===== src/rtl/line_buffer_chain.sv =====
// Line buffer chain: KERNEL_LENGTH-1 row stores turn a raster pixel stream into column vectors.
// Optional macro LINE_BUFFER_DEBUG_EN adds dbg_col_cnt / dbg_row_cnt counter mirrors.
module line_buffer_chain #(
  parameter int DATA_WIDTH    = 32,
  parameter int ROW_LENGTH    = 32,
  parameter int KERNEL_LENGTH = 3
) (
  input  logic                                clk,
  input  logic                                rst,
  input  logic                                clear,
  input  logic                                in_valid,
  output logic                                in_ready,
  input  logic [DATA_WIDTH-1:0]               din,
  output logic                                out_valid,
  input  logic                                out_ready,
  output logic [KERNEL_LENGTH*DATA_WIDTH-1:0] dout,
  output logic                                out_eol,
`ifdef LINE_BUFFER_DEBUG_EN
  output logic [$clog2(ROW_LENGTH)-1:0]       dbg_col_cnt,
  output logic [$clog2(KERNEL_LENGTH)-1:0]    dbg_row_cnt,
`endif
  output logic                                full_flag
);

  localparam int CW = $clog2(ROW_LENGTH);
  localparam int RW = $clog2(KERNEL_LENGTH);
  localparam logic [CW-1:0] COL_LAST = CW'(ROW_LENGTH - 1);
  localparam logic [RW-1:0] ROW_LAST = RW'(KERNEL_LENGTH - 1);
  localparam logic [RW-1:0] ROW_PRE  = RW'(KERNEL_LENGTH - 2);

  typedef enum logic {FILL, STREAM} state_t;

  state_t                                state;
  logic [CW-1:0]                         col_cnt;
  logic [RW-1:0]                         row_cnt;
  logic [DATA_WIDTH-1:0]                 store [KERNEL_LENGTH-1][ROW_LENGTH];
  logic [KERNEL_LENGTH*DATA_WIDTH-1:0]   candidate;
  logic                                  accept;
  logic                                  col_wrap;

  // Handshake: a pixel moves when in_valid && in_ready; a vector moves when
  // out_valid && out_ready. A held, untaken vector blocks new input.
  assign in_ready  = !clear && (!out_valid || out_ready);
  assign accept    = in_valid && in_ready;
  assign col_wrap  = (col_cnt == COL_LAST);
  assign full_flag = (state == STREAM);

  // Index 0 is the oldest row, the live pixel is the newest.
  always_comb begin
    candidate = '0;
    for (int i = 0; i < KERNEL_LENGTH - 1; i++)
      candidate[i*DATA_WIDTH +: DATA_WIDTH] = store[KERNEL_LENGTH-2-i][col_cnt];
    candidate[(KERNEL_LENGTH-1)*DATA_WIDTH +: DATA_WIDTH] = din;
  end

  // Row stores carry no reset; their contents only matter once refilled.
  always_ff @(posedge clk) begin
    if (accept) begin
      store[0][col_cnt] <= din;
      for (int j = 1; j < KERNEL_LENGTH - 1; j++)
        store[j][col_cnt] <= store[j-1][col_cnt];
    end
  end

  always_ff @(posedge clk or posedge rst) begin
    if (rst) begin
      state     <= FILL;
      col_cnt   <= '0;
      row_cnt   <= '0;
      out_valid <= 1'b0;
      out_eol   <= 1'b0;
      dout      <= '0;
    end else if (clear) begin
      state     <= FILL;
      col_cnt   <= '0;
      row_cnt   <= '0;
      out_valid <= 1'b0;
      out_eol   <= 1'b0;
    end else begin
      if (accept) begin
        col_cnt <= col_wrap ? '0 : col_cnt + 1'b1;
        if (col_wrap && row_cnt != ROW_LAST)
          row_cnt <= row_cnt + 1'b1;
        if (col_wrap && row_cnt == ROW_PRE)
          state <= STREAM;
      end
      if (accept && state == STREAM) begin
        dout      <= candidate;
        out_valid <= 1'b1;
        out_eol   <= col_wrap;
      end else if (out_ready) begin
        out_valid <= 1'b0;
        out_eol   <= 1'b0;
      end
    end
  end

`ifdef LINE_BUFFER_DEBUG_EN
  assign dbg_col_cnt = col_cnt;
  assign dbg_row_cnt = row_cnt;
`endif

endmodule


===== config.mk =====
export PLATFORM = sky130hd
export DESIGN_NAME = line_buffer_chain
export DESIGN_NICKNAME = d
export VERILOG_FILES = /design/src/rtl/line_buffer_chain.sv
export SDC_FILE = /design/constraint.sdc
export NUM_CORES = 2
export LEC_CHECK = 0
export CORE_MARGIN = 2
export CORE_UTILIZATION = 62
export CTS_BUF_LIST = sky130_fd_sc_hd__clkbuf_8 sky130_fd_sc_hd__clkbuf_16
export CTS_CLUSTER_SIZE = 40
export DETAILED_ROUTE_END_ITERATION = 10
export PLACE_DENSITY = 0.79
export SETUP_SLACK_MARGIN = 0.4
export SLEW_MARGIN = 20
export SYNTH_ARGS = -nofsm -noshare
export SYNTH_HDL_FRONTEND = slang
export SYNTH_SLANG_ARGS = --single-unit

===== constraint.sdc =====
create_clock -name clk -period 10.85 [get_ports clk]
set_input_delay 1.6275 -clock clk [delete_from_list [all_inputs] [get_ports clk]]
set_output_delay 1.6275 -clock clk [all_outputs]
set_load 0.005 [all_outputs]

; ---- Yosys cells after proc, flatten, opt, wreduce, memory -nomap -nowiden
; Memory sizes are Yosys's and may differ from the RTL's.
; Cells that the tools add are included.
[word_totals]
reg_bits = 106
mem_bits_rw = 2048
word_cells = 56
mem_count = 1
[classes]
n_addsub = 2
n_lt_le_gt_ge = 2
eq_ne = 3
muxes = 24
n_bitwise = 2
reduce_logical = 16
[memory_table]
columns = name, depth, width, rd, rd_clocked_by_memory_dff, write_ports, line_no
row1 = store, 2, 1024, 2, 0, 2, 36  ; logic [DATA_WIDTH-1:0] store [KERNEL_LENGTH-1][ROW_LENGTH];
[ops]
columns = op, n
row1 = 1024-bit 2-to-1 mux, 1
row2 = 32-bit binary-select mux with 5-bit select, 2
row3 = 32-bit demux with 5-bit select, 1
row4 = 32-bit 2-to-1 mux, 5
row5 = 5-bit 2-to-1 mux, 3
row6 = 1-bit 2-to-1 mux, 9
row7 = "6-bit greater-or-equal comparator, second input constant", 1
row8 = 1-bit logical AND, 6
row9 = "6-bit by 1-bit less-than comparator with 1-bit output, second input constant", 1
row10 = 2-bit 2-to-1 mux, 3
row11 = 5-bit inverter with 6-bit output, 1
row12 = 2-bit AND reduction, 3
row13 = 2-bit nonzero test, 3
row14 = "5-bit by 1-bit adder with 5-bit output, second input constant", 1
row15 = "5-bit equality test, second input constant", 1
row16 = 3-bit nonzero test, 1
row17 = "2-bit by 1-bit adder with 2-bit output, second input constant", 1
row18 = "2-bit by 1-bit equality test with 1-bit output, second input constant", 1
row19 = 1-bit zero test, 2
row20 = "2-bit inequality test, second input constant", 1
row21 = 1-bit logical OR, 1
row22 = 1-bit inverter, 1

; ---- Longest topological paths before layout
[logic_depth]
ltp_word = 7
mapped_depth = 10

; ---- Least setup slack after synthesis
; Ideal clock, no wire load.
[synth_path]
path_type = in2reg
from = in clear
to = mem store[0][0] in the netlist's numbering (enable)
setup_ns = 0.487
arrival_ns = 5.335
t_required_ns = 10.363
setup_slack_ns = 5.029
stages = 5
cell_sequence = clkbuf_1 -> nor3b_2 -> clkbuf_1 -> nand2_1 -> nor2_1
[synth_lines]
columns = element, line_no
row1 = from (decl), 10  ; input logic clear,
row2 = to (decl), 36

==> results.md <==
* I/O pins at 137
* Post-cts hold buffer count at 0
* Clock Skew at 30.60 ps
* RSZ-0062 raised after global routing: no
* Synth warnings at 0
* Reg power frac at 53.9%
* Clock Power Share at 39.7%
* Vias at 44,230
* First-pass GRT wire length at 302,200 µm
* Worst min path class: flop to flop
* Post-synth cell types at 46
* Crit-path most repeated cell: buf_12
* Cell internal pwr at 0.01356 W
* Cell count after synthesis at 4,274
* Critical Path RT at 11,150 ps
* Buf/Inv on CP at 2
* CP peak stage delay at 990 ps
* Cts bufs inserted at 200
* MaxCap Viol Count at 0
* Critical path class: flop to flop
* Reg2reg setup slack at 5720 ps
* Worst slew pin tran at 1218 ps
* Run status: finished clean
* Fill count at 7,646
* Total grt overflow at 0
* Post-CTS Setup Inserts at 0
* CP top delay family: simple AND/OR/NAND/NOR gates
* Worst-path fanout max at 124
* Vias in the first global route at 43,690
* Crit-path cells: buf_12 > buf_12 > mux2i_1 > o22ai_1 > nor4_1 > nand2_1
* Synth area leaders: edfxtp_1, mux2i_1, mux4_2
* Final ANT Viol Nets at 0
* Setup crit start kind: flop
* Sequential area share after synthesis at 78.66%
* Flops & latches, synth at 2,154
* Crit share post-route at 47.28%
* First-pass detailed-route iteration total at 6
* Dominant synthesized flop cell: edfxtp_1
* Die area at 0.1345 mm²
* Via-per-instance ratio at 6.896
* CP arrival at 5430 ps
* Largest net degree at the start of global routing at 125
* GPL Wtd Cong at 0.8034
* Worst VDD drop at 192.0 µV
* Hpwl dp at 109,500 µm
* Core area at 0.1310 mm²
* Crit end category: flop
* # diodes at 0
* Synth async-reset ratio at 4.921%
* Logic pwr share at 6.4%
* Initial Util at 62.27%
* Mapped Avg Cell Area at 19.08 µm²
* Post-CTS Resized at 0
* Top cells by count, synth: edfxtp_1, mux2i_1, o22ai_1, nand2_1, buf_2
* Switch share at 21.59%
* Routed len/inst at 33.16 µm
* DRC at 0
* Post-synth top area share at 75.41%
* Clock Sinks at 2,154
* Worst-path clk slew at 60 ps
* GRT Total Usage at 31.42%
* Root Buffer: clkbuf_16
* Slowest CP cell: dfrtp_4
* Yosys top cell by area: edfxtp_1
* Latest clock arrival within the worst-skew pair at 840 ps
* Hold Violations, Final at 0
* Area delta synth->final at 12.58%
* Syn nets at 4,318
* CTS tree: built
* Bufs on Longest Clock Path at 3
* Post-synth EDFFs at 2,048
* Detailed Route Iter0 Violations at 6,950
* Leakage at 29.20 nW
* CTS H-tree lvls at 4
* Synthesized area at 0.08156 mm²
* Initial antenna violation count at 1
* Tmin final at 5130 ps
* Row cnt at 133
* Overall Power at 0.01729 W
* Die width at 366.7 µm
* Power per cell area at 188.4 mW/mm²
* Finish-stage setup viols at 0
* Slew HR at 18.82%
* Nets at 4,527
* DRT Wirelength at 212,700 µm
* Layout cells sized above 1 at 13.44%
* Count leader, synth: edfxtp_1
* Sw Pwr at 0.003735 W
* Port buffer count at 136
* Die H at 366.7 µm
* TNS Setup at 0 ps
* Final slew viol count at 0
* Fmax at 194.9 MHz
## metrics by stage
step	utilization (%)	instance area, µm²	setup slack (ps)	hold slack (ps)	cells
after floorplan	-	81560	5029	469.7	4274
after global placement	65.15	85320	5352	459.0	6034
after detailed placement	65.14	85320	5232	462.3	6034
after CTS	70.12	91830	5694	476.9	6411
after global routing	70.11	91820	5487	492.4	6413
final	70.11	91820	5720	474.6	6413
## layout make-up
type | count | area (µm²) | area share (%)
well taps | 1755 | 2196 | 2.392
clock inverters | 134 | 842.1 | 0.9171
repair buffers | 253 | 2262 | 2.464
inverters | 7 | 31.28 | 0.03407
flip-flops and latches | 2154 | 64160 | 69.88
clock buffers | 243 | 5675 | 6.181
multi-input cells | 1867 | 16650 | 18.13
## kinds of logic after synthesis
kind of cell	after synthesis	synth area share, %
flops	2154	78.66
xor+xnor	1	0.01074
mux	910	13.10
compound gates	527	4.154
fa+ha+maj	7	0.1074
buf+inv	253	1.441
simple gates	422	2.527
## metal layers
metal  vias to the layer above  wire length (µm)  track usage [%]
met1                     22640             75860            42.73
met2                      3183            102900            50.61
met3                       584             23440            5.281
met5                         -                13                0
li1                      17820                 -                -
met4                         2             10420            14.29
## cells in the final DEF (no fill, tap or decap), types with 61 or more instances in the layout
master / Yosys / final
a31oi_1: 73 / 73
clkdlybuf4s50_1: 0 / 115
edfxtp_1: 2048 / 2048
clkbuf_16: 0 / 207
dfrtp_1: 106 / 102
mux2i_1: 784 / 784
o22ai_1: 381 / 381
mux4_2: 126 / 126
buf_4: 5 / 106
nand2_1: 151 / 137
nor2_1: 95 / 61
inv_1: 7 / 69
nor4_1: 93 / 93
## path summary, 6_finish.rpt
check                            from             end  cells past startpoint
max                        col_cnt[1]  store[0][1467]                      6
min                          dout[87]        dout[87]                      2
max reg2reg                col_cnt[1]  store[0][1467]                      6
min reg2reg                  dout[87]        dout[87]                      2
max in group asynchronous         rst        dout[83]                      3
min in group asynchronous         rst        dout[66]                      2
## sequential cells by signal, indices dropped and copies added (netlist names)
register / count
store: 2048
out_eol: 1
row_cnt: 2
col_cnt: 5
full_flag: 1
out_valid: 1
dout: 96
## worst register-to-register path, stage by stage, from the launching register on
cell and delay (ps):
dfrtp_4 990, buf_12 670, buf_12 870, mux2i_1 360
o22ai_1 120, nor4_1 750, nand2_1 840
## power groups by stage
stage | clock network (W) | logic [W] | registers, W
6_report | 0.00687 | 0.00110 | 0.00932
5_1_grt | 0.00719 | 0.00116 | 0.00932
4_1_cts | 0.00688 | 0.00109 | 0.00933
3_5_place_dp | 0 | 0.00109 | 0.00951
3_3_place_gp | 0 | 0.00105 | 0.00950
2_1_floorplan | 0 | 0.000708 | 0.00948
Power figures use the tool's default switching activity.
==> RTL change: new RTL, config.mk and constraints unchanged <==
Set the parameter `KERNEL_LENGTH` to 2 (it was 3).
--- a/src/rtl/line_buffer_chain.sv
+++ b/src/rtl/line_buffer_chain.sv
@@ -3,7 +3,7 @@
 module line_buffer_chain #(
   parameter int DATA_WIDTH    = 32,
   parameter int ROW_LENGTH    = 32,
-  parameter int KERNEL_LENGTH = 3
+  parameter int KERNEL_LENGTH = 2
 ) (
   input  logic                                clk,
   input  logic                                rst,
Ports: changed (resized dout); port bits go from 137 to 105. The function was not compared with the original's and may differ.
==> RTL change against the original RTL <==
  * Sequential cell count down 1057
  * Largest power group unchanged
  * Combinational power down 58%
  * Final area down 48%
  * Wire length down 49%
  * Largest cell class unchanged
  * Critical endpoint is now in_ready
  * Synthesized area down 48%
  * Total power down 49%
  * First-iteration DRC count down 50%
  * Worst setup slack better by 450 ps
==> RTL change: results <==
[route]
drt-wirelength-per-cell_um = 33.0
met2_wirelength_mm = 51.4
vias = 22700
vias_per_cell = 6.93
dr.first_iter.drc_count = 3483
dr_wl_met3_mm = 13.2
wl_met1_mm = 40.2

[grt]
grt_usage = 0.306
gr-usage-met3 = 0.0778
grt_pass1_wl_mm = 154
grt_pass1_vias = 22400
antenna_found_initial = 4
grt_max_degree = 74
use_met2 = 0.473

[sta]
fin_skew_ps = 27.0
relSlewSlack = 0.201

[outcome]
status = "completed"

[clocking]
post_cts_resized = 0
htreeDepth = 3
clkLatencyLatePin_ps = 680
cts_made_buffers = 101

[layout]
final.fill_count = 3661
nets = 2361
reg.largest.list = "store (1024), dout (64), col_cnt (5)"

[power]
sw_frac_of_total = 0.213
p_leak_nw = 15.5

[placement]
gp_congestion = 0.841
place_inst = 3076
io_buffers = 104

[synth]
synth_seq_area_share = 0.774
synthArstFlopShare = 0.0665
synthCells = 2150
ys_top_cells_by_count = "edfxtp_1, mux2i_1, nand2_1, mux4_2, o22ai_1"
synth_edf_count = 1024
ys_top_cells_by_area = "edfxtp_1, mux4_2, mux2i_1"
ys_types = 58

[setup_path]
cp_slowest_cell = "clkdlybuf4s50_1"
startpoint = "clear"
reg2reg_to = "dout[8]"
max_stage_delay_ps = 650
r2r_setup_slack_ps = 6240
endpoint = "in_ready"
cp_max_fo = 8
arrival_ps = 3050

[min_path]
worstHoldStart = "dout[49]"
RTL change: changes by cell type in the layout (fill, tap and decap cells not counted), sizes merged, moves of 33 or more:
cell	delta
a31oi	-58
buf	-45
clkbuf	-129
dfrtp	-33
edfxtp	-1024
inv	-53
mux2i	-574
nor2	-36
nor4	-63
o22ai	-302
RTL change: area by class of cell:
cell class	instances	area share
sequential	1097	0.677
timing repair buffer	184	0.0398
tap	873	0.0227
clock inverter	73	0.0163
antenna	1	0.0000520
multi-input combinational	929	0.186
clock buffer	114	0.0572
inverter	6	0.000520
RTL change: kinds of logic (layout without fill, tap and decap cells):
logic type / Yosys count / after routing / synth area share
muxes: 385 / 385 / 0.135
buffers and inverters: 124 / 377 / 0.0181
other: 0 / 1 / 0
DFF: 1097 / 1097 / 0.774
AOI/OAI and AO/OA: 234 / 234 / 0.0374
and+or+nand+nor: 305 / 305 / 0.0332
adders and majority gates: 5 / 5 / 0.00149
RTL change: critical path: cells and delay by family:
kind          cells  cell delay (ps)
buf+inv           3             1250
simple gates      1              170
RTL change: through the flow:
step / worst slack, ps / total power [mW] / util / hold WS [ps] / cell area, um2
floorplan: 5620 / 5.05 / - / 462 / 42100
global placement: 5980 / 5.19 / 0.658 / 457 / 44200
detailed placement: 5860 / 5.21 / 0.659 / 467 / 44300
CTS: 6180 / 8.86 / 0.712 / 482 / 47800
global route: 6020 / 9.03 / 0.716 / 512 / 48100
finish: 6170 / 8.86 / 0.716 / 482 / 48100
RTL change: power groups by stage:
stage | clock network [mW] | registers [mW] | logic [mW]
final | 3.73 | 4.67 | 0.460
after global routing | 3.89 | 4.67 | 0.481
after CTS | 3.73 | 4.67 | 0.456
after detailed placement | 0 | 4.76 | 0.450
after global placement | 0 | 4.76 | 0.438
after floorplan | 0 | 4.73 | 0.317
